## src/rtl/alu_pkg.sv

```systemverilog
// Opcodes, FSM state encoding and opcode classification shared by the ALU slice.
// Pure declarations; no timing.
// No flow control.
package alu_pkg;

    localparam logic [4:0] OP_ADD    = 5'h00;
    localparam logic [4:0] OP_SUB    = 5'h01;
    localparam logic [4:0] OP_XOR    = 5'h02;
    localparam logic [4:0] OP_OR     = 5'h03;
    localparam logic [4:0] OP_AND    = 5'h04;
    localparam logic [4:0] OP_SLL    = 5'h05;
    localparam logic [4:0] OP_SRL    = 5'h06;
    localparam logic [4:0] OP_SRA    = 5'h07;
    localparam logic [4:0] OP_SLTU   = 5'h08;
    localparam logic [4:0] OP_SLT    = 5'h09;
    localparam logic [4:0] OP_PASSB  = 5'h0A;
    localparam logic [4:0] OP_MUL    = 5'h10;
    localparam logic [4:0] OP_MULH   = 5'h11;
    localparam logic [4:0] OP_MULHSU = 5'h12;
    localparam logic [4:0] OP_MULHU  = 5'h13;
    localparam logic [4:0] OP_DIV    = 5'h14;
    localparam logic [4:0] OP_DIVU   = 5'h15;
    localparam logic [4:0] OP_REM    = 5'h16;
    localparam logic [4:0] OP_REMU   = 5'h17;

    typedef enum logic [1:0] {
        ST_IDLE = 2'd0,
        ST_CALC = 2'd1,
        ST_DONE = 2'd2
    } state_t;

    // The M set occupies 0x10-0x17 exactly.
    function automatic logic is_muldiv(input logic [4:0] op);
        return op[4:3] == 2'b10;
    endfunction

endpackage

```

## src/rtl/alu_seq_md_if.sv

```systemverilog
// Operation/result handshake bundle between operand stage, ALU and writeback.
// Wires only; no latency.
// Carries in_valid/in_ready and out_valid/out_ready pairs plus flush.
interface alu_seq_md_if #(
    parameter int XLEN = 32
);
    logic            flush;
    logic            in_valid;
    logic            in_ready;
    logic [4:0]      op;
    logic [XLEN-1:0] a;
    logic [XLEN-1:0] b;
    logic            out_valid;
    logic            out_ready;
    logic [XLEN-1:0] result;
    logic            busy;

    modport master (
        output flush, in_valid, op, a, b, out_ready,
        input  in_ready, out_valid, result, busy
    );

    modport slave (
        input  flush, in_valid, op, a, b, out_ready,
        output in_ready, out_valid, result, busy
    );
endinterface

```

## src/rtl/muldiv_iter.sv

```systemverilog
// Iterative unsigned shift-add multiplier / restoring divider over a 2*XLEN accumulator.
// XLEN steps after start; last is high during the final step, acc_nxt holds its outcome.
// No backpressure; abort stops the sequence immediately.
module muldiv_iter #(
    parameter int XLEN = 32
) (
    input  logic              clk,
    input  logic              rst_n,
    input  logic              abort,
    input  logic              start,
    input  logic              is_div,
    input  logic [XLEN-1:0]   opa,
    input  logic [XLEN-1:0]   opb,
    output logic              last,
    output logic [2*XLEN-1:0] acc_nxt
);
    localparam int SHW = $clog2(XLEN);

    logic [2*XLEN-1:0] acc;
    logic [XLEN-1:0]   dvs;
    logic [SHW-1:0]    cnt;
    logic              run;
    logic              div_q;
    logic [XLEN:0]     sum;
    logic [XLEN:0]     part;
    logic [XLEN:0]     trial;

    // Multiply: acc = {partial, multiplier}. Divide: acc = {remainder, quotient}.
    always_comb begin
        sum     = {1'b0, acc[2*XLEN-1:XLEN]} + {1'b0, dvs};
        part    = acc[2*XLEN-1:XLEN-1];
        trial   = part - {1'b0, dvs};
        acc_nxt = acc;
        if (div_q) begin
            if (trial[XLEN])
                acc_nxt = {part[XLEN-1:0], acc[XLEN-2:0], 1'b0};
            else
                acc_nxt = {trial[XLEN-1:0], acc[XLEN-2:0], 1'b1};
        end else if (acc[0]) begin
            acc_nxt = {sum, acc[XLEN-1:1]};
        end else begin
            acc_nxt = {1'b0, acc[2*XLEN-1:1]};
        end
    end

    assign last = run && (cnt == '0);

    always_ff @(posedge clk or negedge rst_n) begin
        if (!rst_n) begin
            acc   <= '0;
            dvs   <= '0;
            cnt   <= '0;
            run   <= 1'b0;
            div_q <= 1'b0;
        end else if (abort) begin
            run <= 1'b0;
        end else if (start) begin
            acc   <= {{XLEN{1'b0}}, opa};
            dvs   <= opb;
            div_q <= is_div;
            cnt   <= SHW'(XLEN - 1);
            run   <= 1'b1;
        end else if (run) begin
            acc <= acc_nxt;
            cnt <= cnt - SHW'(1);
            if (cnt == '0)
                run <= 1'b0;
        end
    end
endmodule

```

## src/rtl/alu_seq_md.sv

```systemverilog
// RV32I ALU with iterative RV32M multiply/divide behind a valid/ready handshake.
// Base ops: result 1 cycle after accept; M ops: XLEN+1 cycles after accept.
// Result held until out_ready; one op in flight, in_ready only while idle.
module alu_seq_md
    import alu_pkg::*;
#(
    parameter int XLEN = 32
) (
    input  logic         clk,
    input  logic         rst_n,
    alu_seq_md_if.slave  bus
);
    localparam int SHW = $clog2(XLEN);

    state_t            state, state_nxt;
    logic              accept;
    logic              md_op;
    logic [XLEN-1:0]   base_res;
    logic [SHW-1:0]    shamt;
    logic              a_sgn, b_sgn, a_neg, b_neg;
    logic [XLEN-1:0]   a_mag, b_mag;
    logic [4:0]        op_q;
    logic              neg_q, rem_neg_q, dz_q, ovf_q;
    logic [XLEN-1:0]   a_q;
    logic              md_last;
    logic [2*XLEN-1:0] acc_nxt;
    logic [2*XLEN-1:0] prod;
    logic [XLEN-1:0]   quo, rem, md_res;

    assign bus.in_ready = (state == ST_IDLE);
    assign bus.busy     = (state == ST_CALC);
    assign accept       = bus.in_valid && (state == ST_IDLE) && !bus.flush;
    assign md_op        = is_muldiv(bus.op);
    assign shamt        = bus.b[SHW-1:0];

    always_comb begin
        base_res = '0;
        case (bus.op)
            OP_ADD:   base_res = bus.a + bus.b;
            OP_SUB:   base_res = bus.a - bus.b;
            OP_XOR:   base_res = bus.a ^ bus.b;
            OP_OR:    base_res = bus.a | bus.b;
            OP_AND:   base_res = bus.a & bus.b;
            OP_SLL:   base_res = bus.a << shamt;
            OP_SRL:   base_res = bus.a >> shamt;
            OP_SRA:   base_res = $unsigned($signed(bus.a) >>> shamt);
            OP_SLTU:  base_res = XLEN'(bus.a < bus.b);
            OP_SLT:   base_res = XLEN'($signed(bus.a) < $signed(bus.b));
            OP_PASSB: base_res = bus.b;
            default:  base_res = '0;
        endcase
    end

    // MUL takes its low half unsigned: the low product bits do not depend on signedness.
    always_comb begin
        a_sgn = (bus.op == OP_MULH) || (bus.op == OP_MULHSU) ||
                (bus.op == OP_DIV)  || (bus.op == OP_REM);
        b_sgn = (bus.op == OP_MULH) || (bus.op == OP_DIV) || (bus.op == OP_REM);
        a_neg = a_sgn && bus.a[XLEN-1];
        b_neg = b_sgn && bus.b[XLEN-1];
        a_mag = a_neg ? -bus.a : bus.a;
        b_mag = b_neg ? -bus.b : bus.b;
    end

    always_ff @(posedge clk or negedge rst_n) begin
        if (!rst_n) begin
            op_q      <= '0;
            neg_q     <= 1'b0;
            rem_neg_q <= 1'b0;
            dz_q      <= 1'b0;
            ovf_q     <= 1'b0;
            a_q       <= '0;
        end else if (accept && md_op) begin
            op_q      <= bus.op;
            neg_q     <= a_neg ^ b_neg;
            rem_neg_q <= a_neg;
            dz_q      <= (bus.b == '0);
            ovf_q     <= ((bus.op == OP_DIV) || (bus.op == OP_REM)) &&
                         (bus.a == {1'b1, {(XLEN-1){1'b0}}}) && (bus.b == '1);
            a_q       <= bus.a;
        end
    end

    muldiv_iter #(.XLEN(XLEN)) u_muldiv (
        .clk     (clk),
        .rst_n   (rst_n),
        .abort   (bus.flush),
        .start   (accept && md_op),
        .is_div  (bus.op[2]),
        .opa     (a_mag),
        .opb     (b_mag),
        .last    (md_last),
        .acc_nxt (acc_nxt)
    );

    // Sign fix-up and special cases, applied to the final iteration's value.
    always_comb begin
        prod   = neg_q ? -acc_nxt : acc_nxt;
        quo    = acc_nxt[XLEN-1:0];
        rem    = acc_nxt[2*XLEN-1:XLEN];
        md_res = '0;
        case (op_q)
            OP_MUL:                        md_res = prod[XLEN-1:0];
            OP_MULH, OP_MULHSU, OP_MULHU:  md_res = prod[2*XLEN-1:XLEN];
            OP_DIV, OP_DIVU: begin
                if (dz_q)       md_res = '1;
                else if (ovf_q) md_res = a_q;
                else            md_res = neg_q ? -quo : quo;
            end
            OP_REM, OP_REMU: begin
                if (dz_q)       md_res = a_q;
                else if (ovf_q) md_res = '0;
                else            md_res = rem_neg_q ? -rem : rem;
            end
            default:                       md_res = '0;
        endcase
    end

    always_ff @(posedge clk or negedge rst_n) begin
        if (!rst_n)
            state <= ST_IDLE;
        else
            state <= state_nxt;
    end

    always_comb begin
        state_nxt = state;
        if (bus.flush) begin
            state_nxt = ST_IDLE;
        end else begin
            case (state)
                ST_IDLE: if (accept)        state_nxt = md_op ? ST_CALC : ST_DONE;
                ST_CALC: if (md_last)       state_nxt = ST_DONE;
                ST_DONE: if (bus.out_ready) state_nxt = ST_IDLE;
                default:                    state_nxt = ST_IDLE;
            endcase
        end
    end

    always_ff @(posedge clk or negedge rst_n) begin
        if (!rst_n) begin
            bus.result    <= '0;
            bus.out_valid <= 1'b0;
        end else if (bus.flush) begin
            bus.out_valid <= 1'b0;
        end else if (accept && !md_op) begin
            bus.result    <= base_res;
            bus.out_valid <= 1'b1;
        end else if ((state == ST_CALC) && md_last) begin
            bus.result    <= md_res;
            bus.out_valid <= 1'b1;
        end else if ((state == ST_DONE) && bus.out_ready) begin
            bus.out_valid <= 1'b0;
        end
    end
endmodule

```

## src/flat_wrapper.sv

```systemverilog
// flat-port wrapper written by rule: the top's interface ports become plain ports
module alu_seq_md_flat import alu_pkg::*;
#(
    parameter int XLEN = 32
)
  (clk, rst_n, bus_flush, bus_in_valid, bus_op, bus_a, bus_b, bus_out_ready, bus_in_ready, bus_out_valid, bus_result, bus_busy);
  alu_seq_md_if #(.XLEN(XLEN)) bus_i ();
  input  logic clk;
  input  logic rst_n;
  input wire logic [$bits(bus_i.flush)-1:0] bus_flush;
  input wire logic [$bits(bus_i.in_valid)-1:0] bus_in_valid;
  input wire logic [$bits(bus_i.op)-1:0] bus_op;
  input wire logic [$bits(bus_i.a)-1:0] bus_a;
  input wire logic [$bits(bus_i.b)-1:0] bus_b;
  input wire logic [$bits(bus_i.out_ready)-1:0] bus_out_ready;
  output wire logic [$bits(bus_i.in_ready)-1:0] bus_in_ready;
  output wire logic [$bits(bus_i.out_valid)-1:0] bus_out_valid;
  output wire logic [$bits(bus_i.result)-1:0] bus_result;
  output wire logic [$bits(bus_i.busy)-1:0] bus_busy;
  assign bus_i.flush = bus_flush;
  assign bus_i.in_valid = bus_in_valid;
  assign bus_i.op = bus_op;
  assign bus_i.a = bus_a;
  assign bus_i.b = bus_b;
  assign bus_i.out_ready = bus_out_ready;
  assign bus_in_ready = bus_i.in_ready;
  assign bus_out_valid = bus_i.out_valid;
  assign bus_result = bus_i.result;
  assign bus_busy = bus_i.busy;
  alu_seq_md #(.XLEN(XLEN)) u_core (.clk(clk), .rst_n(rst_n), .bus(bus_i));
endmodule
```

## config.mk

```make
export PLATFORM = sky130hd
export DESIGN_NAME = alu_seq_md_flat
export DESIGN_NICKNAME = d
export VERILOG_FILES = /design/src/rtl/alu_pkg.sv /design/src/rtl/alu_seq_md_if.sv /design/src/rtl/muldiv_iter.sv /design/src/rtl/alu_seq_md.sv /design/src/flat_wrapper.sv
export SDC_FILE = /design/constraint.sdc
export NUM_CORES = 1
export LEC_CHECK = 0
export ABC_AREA = 1
export CAP_MARGIN = 20
export CELL_PAD_IN_SITES_DETAIL_PLACEMENT = 1
export CELL_PAD_IN_SITES_GLOBAL_PLACEMENT = 1
export CORE_MARGIN = 2
export CORE_UTILIZATION = 35
export CTS_CLUSTER_SIZE = 30
export DETAILED_ROUTE_END_ITERATION = 7
export GPL_ROUTABILITY_DRIVEN = 0
export PLACE_DENSITY_LB_ADDON = 0.1
export SLEW_MARGIN = 40
export SYNTH_ARGS = -nofsm -noshare
export SYNTH_HDL_FRONTEND = slang
export SYNTH_SLANG_ARGS = --single-unit
```

## constraint.sdc

```tcl
create_clock -name clk -period 4.25 [get_ports clk]
set_clock_uncertainty 0.05 [all_clocks]
set_input_delay 0.6375 -clock clk [delete_from_list [all_inputs] [get_ports clk]]
set_output_delay 0.6375 -clock clk [all_outputs]
set_load 0.03 [all_outputs]
```

==> impl_metrics.ini <==
[logic_synthesis]
synth_area_leader_cell = nand2_1
yosysWarningCount = 0
synth-async-reset-ratio_pct = 100.0
yosysUniqueCellTypes = 72
synth-xor-area-share_pct = 2.668
synth_top_family_by_area = simple AND/OR/NAND/NOR gates
synth-edff-count = 0
yosysTopAreaCellShare_pct = 18.16
avgSynthCellArea_um2 = 5.673
synthAdderAreaFrac_pct = 7.913
muxShareOfSynthArea_pct = 0.2904
synth_nets = 5107
yosys_most_used_dff = dfrtp_1
synth_compound_area_share_pct = 24.21
ys_ff_latch = 179
synthTopCellsByArea = nand2_1 18%, dfrtp_1 16%, inv_1 9.3%
syn_area_mm2 = 0.02758
ys_seq_area_share_pct = 16.24
synth_cells = 4861
synthSimpleGateAreaFrac_pct = 36.10

[grt]
busiest_layer = met2
grt_pass1_wl_um = 249700
grt_start_max_net_pins = 91
met1_usage_pct = 48.45
antenna_found_initial = 9
grt-ovfl-total = 0
grtUsageTotal_pct = 41.53
globalRouteMet3Util_pct = 6.822
use_met2_pct = 66.06
grt_pass1_vias = 38450

[route]
drtAntennaViolNets = 0
drcViolationCount = 0
vias = 38050
avgViaCountPerCell = 5.842
firstDrtPassIters = 8
first_iter_violations = 3832
totalWireLength_um = 172800
routedWlPerCell_um = 26.52

[placed_design]
placed_area_mm2 = 0.03421
placed_cells = 6458
dp_hpwl_um = 142600
preCtsSetupSlack_ns = -0.5834
port_buffers = 108

[timing]
whs_ns = 0.4613
slew_viol_final = 0
final-hold-violation-count = 0
period_needed_ns = 4.428
setup_ws_ns = -0.1781
worstMarginPinSlew_ns = 0.8965
fin_setup_tns_ns = -1.570
setup_violations = 15
fin_crit_sh_pct = 104.2
clock.fmax_mhz = 225.8
max_slew_margin_pct = 40.17
rsz0062_at_grt = true

[floorplanning]
initial_core_util_pct = 35.48
die_h_um = 284.7
dieArea_mm2 = 0.08105
io_pins = 109
die_w_um = 284.7
core_mm2 = 0.07772
num_rows = 102

[clock_tree]
clock_sinks = 179
numCtsBuffers = 17
clockBufferDepth = 2
cts_max_level = 4
clkLatencyLatePin_ns = 0.52
root_buffer = clkbuf_16
clkTransAtPathRegs_ns = 0.08
cts_tree = done

[setup_path]
crit_path_start_kind = register
endpoint_kind = register
rr_endpoint = u_core.bus.result[6]
max_stage_delay_ns = 0.41
rrSetupSlack_ns = -0.18
cp_slowest_cell = dfrtp_1
crit_type = reg2reg
r2r_start = u_core.u_muldiv.acc[31]
r2r_cells = 34
critPathRequiredTime_ns = 4.62
crit_fanout = 4
cp_common_cell = nand2_4
cp_data_arrival_time_ns = 4.80

[min_path]
hold_end = u_core.u_muldiv.acc[13]
hold_class = reg2reg
holdPathStages = 2
worstHoldStart = u_core.u_muldiv.acc[13]

[power_and_ir_drop]
power_mw = 24.92
powerDensity_mw_per_mm2 = 702.6
power_leakage_nw = 17.95
peakVddDrop_mv = 0.4814

[final_layout]
fin_nets = 5706
design_area_mm2 = 0.03547
seqCellArea_mm2 = 0.004484
postLayoutCoreUtil_pct = 45.64
stdcell_count = 6514
drive_above_1_share_pct = 17.30
syn_to_final_growth_pct = 28.62
multi_input_area_mm2 = 0.02019
nFillCells = 10810

[status]
status = complete, but fails checks
violations = negative setup slack

[job]
maxCapViolations = 0
-- state kept, by name (all words and copies together) (netlist names) --
name,cells
u_core.u_muldiv.run,1
u_core.u_muldiv.acc,64
u_core.u_muldiv.dvs,32
u_core.u_muldiv.div_q,1
u_core.rem_neg_q,1
u_core.u_muldiv.cnt,5
u_core.ovf_q,1
u_core.state,2
u_core.bus.out_valid,1
u_core.neg_q,1
u_core.op_q,5
u_core.a_q,32
u_core.dz_q,1
u_core.bus.result,32
-- layout by cell type, fill, tap and decap left out, drive strengths merged, types with 14 or more instances in the layout --
master	Yosys	final
or2	19	19
o221ai	20	20
o21a	19	19
xnor2	14	14
o22ai	98	98
inv	692	697
a21oi	411	411
dfrtp	179	179
nor2	486	486
ha	168	168
xor2	70	70
nand2	1375	1376
nand4	52	52
o211ai	38	38
o21ai	414	414
clkdlybuf4s50	0	103
a221oi	19	19
clkbuf	150	21
nor3	63	63
nor4	17	17
o2111ai	16	16
nand3	330	330
o21bai	19	19
buf	53	677
a31oi	26	26
-- critical path: cells and delay by family, from the launching register on --
kind,cells,cell delay [ns]
simple gates,20,1.94
buf+inv,5,0.44
flops,1,0.41
compound gates,6,0.88
fa+ha+maj,3,0.64
-- logic make-up after synthesis --
family | after synthesis
and+or+nand+nor | 2363
AOI/OAI and AO/OA | 1156
buffers and inverters | 899
DFF | 179
adders and majority gates | 172
xor gates and xnor gates | 84
muxes | 8
-- how the worst max path moves through the flow --
stage                                       start  slack, ns                    end
after floorplan           u_core.u_muldiv.acc[31]       0.01  u_core.bus.result[14]
after global placement    u_core.u_muldiv.acc[31]      -0.48   u_core.bus.result[0]
after detailed placement  u_core.u_muldiv.acc[58]      -0.58   u_core.bus.result[0]
after CTS                 u_core.u_muldiv.acc[31]      -0.11  u_core.bus.result[24]
after global routing      u_core.u_muldiv.acc[31]      -0.35  u_core.bus.result[30]
final                     u_core.u_muldiv.acc[31]      -0.18   u_core.bus.result[6]
-- final cells by class --
cell class	count	area share, %
tap	1040	3.669
inverter	696	7.369
sequential	179	12.64
clock inverter	12	0.3351
clock buffer	20	1.259
antenna	1	0.007055
timing repair buffer	782	17.79
multi-input combinational	3784	56.93
-- synth_stat cells (all sizes together), types with 17 or more instances --
cell type / number
o21bai: 19
clkbuf: 150
nor2: 486
ha: 168
buf: 53
nand2: 1375
a221oi: 19
nand4: 52
nor3: 63
o22ai: 98
a31oi: 26
xor2: 70
a21oi: 411
o221ai: 20
o21a: 19
o211ai: 38
o21ai: 414
nand3: 330
or2: 19
nor4: 17
dfrtp: 179
inv: 692
-- timing repair --
item                                    in CTS  in global routing
buffers inserted                            14                  8
cloned                                       0                  1
pin swaps                                   28                 29
hold endpoints to repair                     9                  0
hold buffers                                 1                  0
resized for setup                           48                 93
endpoints found under the setup margin      29                 31
-- metal layers --
layer / part of all wire [%] / vias up
met3: 7.4 / 638
met1: 38 / 18390
met2: 44 / 1822
met4: 11 / 8
met5: 0.027 / -
li1: - / 17190
-- power by group --
group	internal, mW	switching, mW	total [mW]
clock	0.792	0.934	1.73
sequential	2.34	0.634	2.97
combinational	6.89	13.3	20.2
total	10.0	14.9	24.9
No activity file was read; power rests on OpenSTA's default activity.
